### src/rtl/io_port_sched.sv
// io_port_sched: channel I/O scheduler between external sample streams and
// the network processor's integer I/O ports. Each input channel holds one
// sample that is handed out on a one-hot read strobe. Each output channel
// captures a processor result on a one-hot write strobe and hands it to a
// downstream consumer with a valid/ready handshake. Underrun, overrun and
// strobe-protocol errors are kept as sticky status bits.
module io_port_sched #(
    parameter int NBIN   = 19,
    parameter int NBOUT  = 28,
    parameter int NUIOIN = 4,
    parameter int NUIOOU = 4
) (
    input  logic                     clk,
    input  logic                     rst,
    input  logic [NUIOIN*NBIN-1:0]   src_data,
    input  logic [NUIOIN-1:0]        src_valid,
    output logic [NUIOIN-1:0]        src_ready,
    input  logic [NUIOIN-1:0]        req_in,
    output logic [NBIN-1:0]          io_in,
    input  logic [NUIOOU-1:0]        out_en,
    input  logic [NBOUT-1:0]         io_out,
    output logic [NUIOOU*NBOUT-1:0]  dst_data,
    output logic [NUIOOU-1:0]        dst_valid,
    input  logic [NUIOOU-1:0]        dst_ready,
    input  logic                     clr_flags,
    output logic [NUIOIN-1:0]        underrun,
    output logic [NUIOOU-1:0]        overrun,
    output logic                     proto_err
);

    typedef enum logic {
        ST_EMPTY = 1'b0,
        ST_FULL  = 1'b1
    } in_state_e;

    // Keep only the lowest set bit of a read strobe.
    function automatic logic [NUIOIN-1:0] lowest_in(input logic [NUIOIN-1:0] v);
        logic [NUIOIN-1:0] r;
        r = '0;
        for (int i = NUIOIN - 1; i >= 0; i--) begin
            if (v[i]) begin
                r    = '0;
                r[i] = 1'b1;
            end
        end
        return r;
    endfunction

    // Keep only the lowest set bit of a write strobe.
    function automatic logic [NUIOOU-1:0] lowest_ou(input logic [NUIOOU-1:0] v);
        logic [NUIOOU-1:0] r;
        r = '0;
        for (int i = NUIOOU - 1; i >= 0; i--) begin
            if (v[i]) begin
                r    = '0;
                r[i] = 1'b1;
            end
        end
        return r;
    endfunction

    // ------------------------------------------------------------------
    // State
    // ------------------------------------------------------------------
    logic                     rdy_en_q;
    in_state_e                in_state_q [NUIOIN];
    logic [NBIN-1:0]          sample_q   [NUIOIN];

    logic [NUIOOU*NBOUT-1:0]  dst_data_q, dst_data_d;
    logic [NUIOOU-1:0]        dst_valid_q, dst_valid_d;
    logic [NUIOIN-1:0]        underrun_q, underrun_d;
    logic [NUIOOU-1:0]        overrun_q, overrun_d;
    logic                     proto_err_q, proto_err_d;

    logic [NUIOIN-1:0]        rd_sel;
    logic [NUIOOU-1:0]        wr_sel;
    logic [NUIOIN-1:0]        full;
    logic                     multi_hot;

    assign rd_sel    = lowest_in(req_in);
    assign wr_sel    = lowest_ou(out_en);
    assign multi_hot = (req_in != rd_sel) || (out_en != wr_sel);

    // Per-channel full view of the input FSMs.
    always_comb begin
        for (int k = 0; k < NUIOIN; k++) begin
            full[k] = (in_state_q[k] == ST_FULL);
        end
    end

    // Ready comes only from registered state; the enable flop holds it low
    // through reset and for the first edge after release.
    assign src_ready = full ^ {NUIOIN{1'b1}} & {NUIOIN{rdy_en_q}};

    // Ready-enable: rises on the first clock edge after reset release.
    always_ff @(posedge clk or negedge rst) begin
        if (!rst) begin
            rdy_en_q <= 1'b0;
        end else begin
            rdy_en_q <= 1'b1;
        end
    end

    // Input channel FSMs: EMPTY loads on a handshake, FULL drains on a read.
    // NOTE: the sample registers are cleared on reset as well as the state,
    // because the buffers are architecturally visible as reset-to-zero.
    always_ff @(posedge clk or negedge rst) begin
        if (!rst) begin
            for (int k = 0; k < NUIOIN; k++) begin
                in_state_q[k] <= ST_EMPTY;
                sample_q[k]   <= '0;
            end
        end else begin
            for (int k = 0; k < NUIOIN; k++) begin
                case (in_state_q[k])
                    ST_EMPTY: begin
                        // A read of an empty channel never consumes a
                        // sample arriving in the same cycle.
                        if (src_valid[k] && rdy_en_q) begin
                            sample_q[k]   <= src_data[k*NBIN +: NBIN];
                            in_state_q[k] <= ST_FULL;
                        end
                    end
                    ST_FULL: begin
                        if (rd_sel[k]) begin
                            in_state_q[k] <= ST_EMPTY;
                        end
                    end
                    default: in_state_q[k] <= ST_EMPTY;
                endcase
            end
        end
    end

    // Zero-latency read path: selected buffer if full, otherwise zero.
    // NOTE: every combinational output gets a default before the loop so
    // no path leaves it unassigned and no latch is inferred.
    always_comb begin
        io_in = '0;
        for (int k = 0; k < NUIOIN; k++) begin
            if (rd_sel[k] && full[k]) begin
                io_in = sample_q[k];
            end
        end
    end

    // Output channels: write has priority over drain; overrun when a
    // pending result is replaced without having been accepted.
    always_comb begin
        dst_data_d  = dst_data_q;
        dst_valid_d = dst_valid_q;
        overrun_d   = clr_flags ? '0 : overrun_q;
        for (int j = 0; j < NUIOOU; j++) begin
            if (wr_sel[j]) begin
                dst_data_d[j*NBOUT +: NBOUT] = io_out;
                dst_valid_d[j]               = 1'b1;
                if (dst_valid_q[j] && !dst_ready[j]) begin
                    overrun_d[j] = 1'b1;
                end
            end else if (dst_ready[j]) begin
                dst_valid_d[j] = 1'b0;
            end
        end
    end

    // Sticky input/protocol flags; a fresh error outranks a clear.
    always_comb begin
        underrun_d  = (clr_flags ? '0 : underrun_q) | (rd_sel & ~full);
        proto_err_d = (proto_err_q && !clr_flags) || multi_hot;
    end

    // Output-side and status registers.
    // NOTE: sequential state is updated only with non-blocking assignments;
    // next-state values are computed in the always_comb blocks above.
    always_ff @(posedge clk or negedge rst) begin
        if (!rst) begin
            dst_data_q  <= '0;
            dst_valid_q <= '0;
            underrun_q  <= '0;
            overrun_q   <= '0;
            proto_err_q <= 1'b0;
        end else begin
            dst_data_q  <= dst_data_d;
            dst_valid_q <= dst_valid_d;
            underrun_q  <= underrun_d;
            overrun_q   <= overrun_d;
            proto_err_q <= proto_err_d;
        end
    end

    assign dst_data  = dst_data_q;
    assign dst_valid = dst_valid_q;
    assign underrun  = underrun_q;
    assign overrun   = overrun_q;
    assign proto_err = proto_err_q;

endmodule

### config.mk
export PLATFORM = sky130hd
export DESIGN_NAME = io_port_sched
export DESIGN_NICKNAME = d
export VERILOG_FILES = /design/src/rtl/io_port_sched.sv
export SDC_FILE = /design/constraint.sdc
export NUM_CORES = 1
export LEC_CHECK = 0
export BUFFER_PORTS_ARGS = -buffer_cell sky130_fd_sc_hd__buf_2
export CAP_MARGIN = 20
export CORE_MARGIN = 1.5
export CORE_UTILIZATION = 42
export DETAILED_ROUTE_END_ITERATION = 10
export PLACE_DENSITY = 0.69
export SYNTH_ARGS = -nofsm -noshare
export SYNTH_HDL_FRONTEND = slang
export SYNTH_SLANG_ARGS = --single-unit
### constraint.sdc
create_clock -name clk -period 4 [get_ports clk]
set_input_delay 0.2 -clock clk [delete_from_list [all_inputs] [get_ports clk]]
set_output_delay 0.2 -clock clk [all_outputs]
set_load 0.02 [all_outputs]
==> reports/qor_table.md <==
| Stage | Result | Reported |
|---|---|---|
| run status | Result of the run | complete, no violations |
| grt | Number of global-route vias before repair | 6565 |
| synth | Total standard cell area after synthesis | 8380 µm² |
| worst setup path | Setup Crit Path Kind | reg -> out |
| place | Detailed Place HPWL | 15400 µm |
| grt | GR met3 Demand/Resource | 8.18% |
| synth | Seq/Total Area, Yosys | 61.5% |
| routing | Total wire length after detailed routing | 23300 µm |
| grt | Total gr overflow | 0 |
| routing | Vias after detailed routing | 6103 |
| flow run | Max-cap viol count | 0 |
| sta | Max-slew headroom at the worst pin | 42.2% |
| sta | Final hold violation count | 0 |
| synth | Cell type contributing the most total cell area after synthesis | sky130_fd_sc_hd__dfrtp_1 |
| synth | Adder-cell area share of the yosys netlist | 0.119% |
| clock tree | Maximum clock path buffer count | 3 |
| clock tree | TritonCTS clock tree | done |
| synth | Fraction of the mapped netlist area in compound gates | 4.64% |
| grt | First-pass GRT wire length | 35900 µm |
| synth | Post-Synthesis Cells | 559 |
| synth | Top area cells in the synthesized netlist | sky130_fd_sc_hd__dfrtp_1, sky130_fd_sc_hd__mux2_2, sky130_fd_sc_hd__o2bb2ai_1, sky130_fd_sc_hd__and4b_1, sky130_fd_sc_hd__a211oi_1 |
| synth | Combinational family with the most area after synthesis | multiplexers |
| die | Row cnt | 51 |
| routing | Detailed-route DRC error count | 0 |
| final layout | Most frequent standard cell in the layout excluding fill and tap cells | sky130_fd_sc_hd__buf_2 |
| grt | Antenna violations before repair | 6 |
| die | Die area | 20800 µm² |
| sta | Fmax achieved | 389 MHz |
| final layout | Share of cells above drive strength 1 | 52.9% |
| clock tree | Buffers inserted by post-CTS timing repair | 0 |
| routing | DRC marker count from the first detailed-route iteration | 240 |
| clock tree | Library cell used as clock root buffer | sky130_fd_sc_hd__clkbuf_16 |
| worst setup path | Highest-delay cell along the critical path | sky130_fd_sc_hd__and2_1 |
| die | Horiz. Die Dim | 144 µm |
| synth | Flip-flop and latch count after synthesis | 206 |
| sta | Slew Viols, Final | 0 |
| worst setup path | Startpoint class of the critical path | register |
| routing | Antenna violation net count after detailed routing | 0 |
| synth | Synth Area per Inst | 15.0 µm² |
| synth | Fraction of synthesized area in multiplexers | 26.1% |
| die | Initial core utilization | 42.9% |
| sta | Aggregate negative setup slack | 0 ps |
| final layout | Number of filler cells placed in the layout | 1499 |
| die | Core area | 19500 µm² |
| synth | Post-synthesis cell type count | 35 |
| sta | Transition time of the tightest slew-check pin | 867 ps |
| clock tree | Clock H-tree levels | 1 |
| grt | Maximum number of pins on one net before global-route repair | 106 |
| sta | Setup repair after global routing missed its margin | no |
| synth | Synthesized net count | 682 |
| synth | Portion of synthesized cell area occupied by the leading cell type | 61.5% |
| power and ir drop | Total chip power | 6.33 mW |
| sta | Count of final setup violators | 0 |
| worst setup path | Kind of capture point of the worst setup path | output pin |
| clock tree | Cts bufs inserted | 23 |
| power and ir drop | Worst VDD drop | 0.000380 V |
| worst setup path | Data arrival time of the critical path | 2370 ps |
| routing | Mean number of vias per cell | 5.01 |
| routing | Total iterations of the first detailed-routing run | 5 |
| synth | Basic-gate share of the synthesized area counting and, or, nand and nor cells | 4.64% |
| sta | Worst clock skew | 9.59 ps |
| worst setup path | Cell-by-cell listing of the critical path | and2_1, a222oi_1, mux2i_1, buf_2 |
| worst setup path | Required arrival time at the worst endpoint | 3800 ps |
| grt | Total routing usage reported by global routing | 22.3% |
| place | Global placer's final weighted congestion | 0.776 |
| place | PortBufs | 270 |
| clock tree | Clock Sinks | 206 |
| final layout | Area taken by multi-input logic gates | 3030 µm² |
| power and ir drop | Power density normalized to cell area | 535 nW/µm² |
| synth | Xor and xnor area share after synthesis | 0.418% |
| power and ir drop | Lkg Pwr | 5.60 nW |
| synth | Ys Warns | 0 |
| min path | Hold/Removal Path Class | in -> reg |
| routing | Wire per inst | 19.1 µm |
| clock tree | Post-CTS clock slew at the launch and capture registers of the worst setup and hold paths | 60 ps |
| die | Boundary Pins | 271 |
| final layout | Commonest cells after routing, fill and taps aside | sky130_fd_sc_hd__buf_2, sky130_fd_sc_hd__dfrtp_1, sky130_fd_sc_hd__mux2_2 |
| grt | GRT met2 Usage | 37.9% |
| die | Die height | 144 µm |
| sta | Min Tclk post-route | 2570 ps |
| final layout | Area occupied by registers | 5150 µm² |
| grt | Met1 track utilization from global routing | 27.3% |
| worst setup path | Worst-path fanout max | 19 |
| grt | Global-route layer with the greatest usage | met2 |
| sta | Final Cycle Share | 64.3% |
| worst setup path | Maximum cell stage delay along the critical path | 670 ps |
| clock tree | Clock Latency Late Sink | 490 ps |
| final layout | Signed area change from the synthesized netlist to the final layout | 41.1% |
| final layout | Net count of the finished layout | 1056 |
[layout make-up]
| type | count | share of cell area (%) |
|---|---|---|
| clock inverters | 5 | 0.445 |
| repair buffers | 384 | 21.5 |
| well taps | 265 | 2.80 |
| multi-input cells | 305 | 25.6 |
| clock buffers | 36 | 5.54 |
| diodes | 3 | 0.0635 |
| flip-flops and latches | 206 | 43.6 |
| inverters | 13 | 0.413 |
[worst max-delay path: cells and delay by family, from the launching register on]
family / cells / cell delay, ps
flops: 1 / 380
compound gates: 1 / 280
buf+inv: 1 / 230
simple gates: 1 / 670
mux: 1 / 310
[synth_stat cells (all sizes together)]
cell,count
nor3,1
or4b,1
inv,12
clkbuf,20
or3b,1
a32o,2
maj3,1
o21ai,1
dfrtp,206
nand2b,4
nor2,15
and2,1
nand2,9
and3,7
clkinv,1
o21bai,1
a211oi,14
mux2,188
conb,1
mux2i,7
a21o,2
nor4b,1
a222oi,7
nand4bb,1
and4b,12
buf,15
nand3b,2
and4bb,1
nand3,2
a22o,1
xor2,4
o2bb2ai,18
[stage by stage]
stage                     setup WS (ps)  utilization [%]  hold slack, ps  cells  instance area, µm²
after floorplan                    2280                -           -95.6    559                8380
after global placement             1670             51.1             367   1064                9970
after detailed placement           1660             51.1             359   1064                9970
after CTS                          1380             60.1            1.75   1210               11700
after global routing               1270             60.5            9.63   1215               11800
final                              1430             60.5            10.9   1217               11800
[path summary, 6_finish.rpt]
kind	startpoint	to	slack, ps	cells after the start
worst min register to register	overrun[0]$_DFF_PN0_	overrun[0]$_DFF_PN0_	490	1
worst min-delay path	io_out[15]	dst_data[43]$_DFFE_PN0P_	10	2
worst max register to register	full[1]$_DFF_PN0_	sample_q[44]$_DFFE_PN0P_	2120	3
worst max-delay path	full[0]$_DFF_PN0_	io_in[11]	1430	4
min in group asynchronous	rst	underrun[3]$_DFF_PN0_	370	2
max in group asynchronous	rst	dst_data[65]$_DFFE_PN0P_	2700	3
[metal layers]
layer  wire length, µm  vias to the layer above  share of wire, %
li1                  -                     2774                 -
met1              9670                     3045                42
met2             10900                      241                47
met3              2310                       37               9.9
met4               367                        6               1.6
met5                39                        -              0.17
[power breakdown]
group	internal (mW)	switching, mW	total (mW)
clock network	1.18	0.794	1.98
registers	2.57	0.269	2.84
logic	0.726	0.787	1.51
total	4.48	1.85	6.33
[registers in the layout, summed over array words and instances (netlist names)]
name	count
dst_data	112
dst_valid	4
full	4
proto_err	1
overrun	4
underrun	4
sample_q	76
rdy_en_q	1
[logic make-up after synthesis]
| group | count (synthesis) |
|---|---|
| and+or+nand+nor | 58 |
| adders and majority gates | 1 |
| other | 1 |
| AOI/OAI and AO/OA | 46 |
| buffers and inverters | 48 |
| xor gates and xnor gates | 4 |
| muxes | 195 |
| DFF | 206 |
[what timing repair did]
action                                 CTS  global route
endpoints found under the hold margin  281             0
hold buffers                           105             0
gates resized for setup                  0             0
Power figures use the tool's default switching activity.
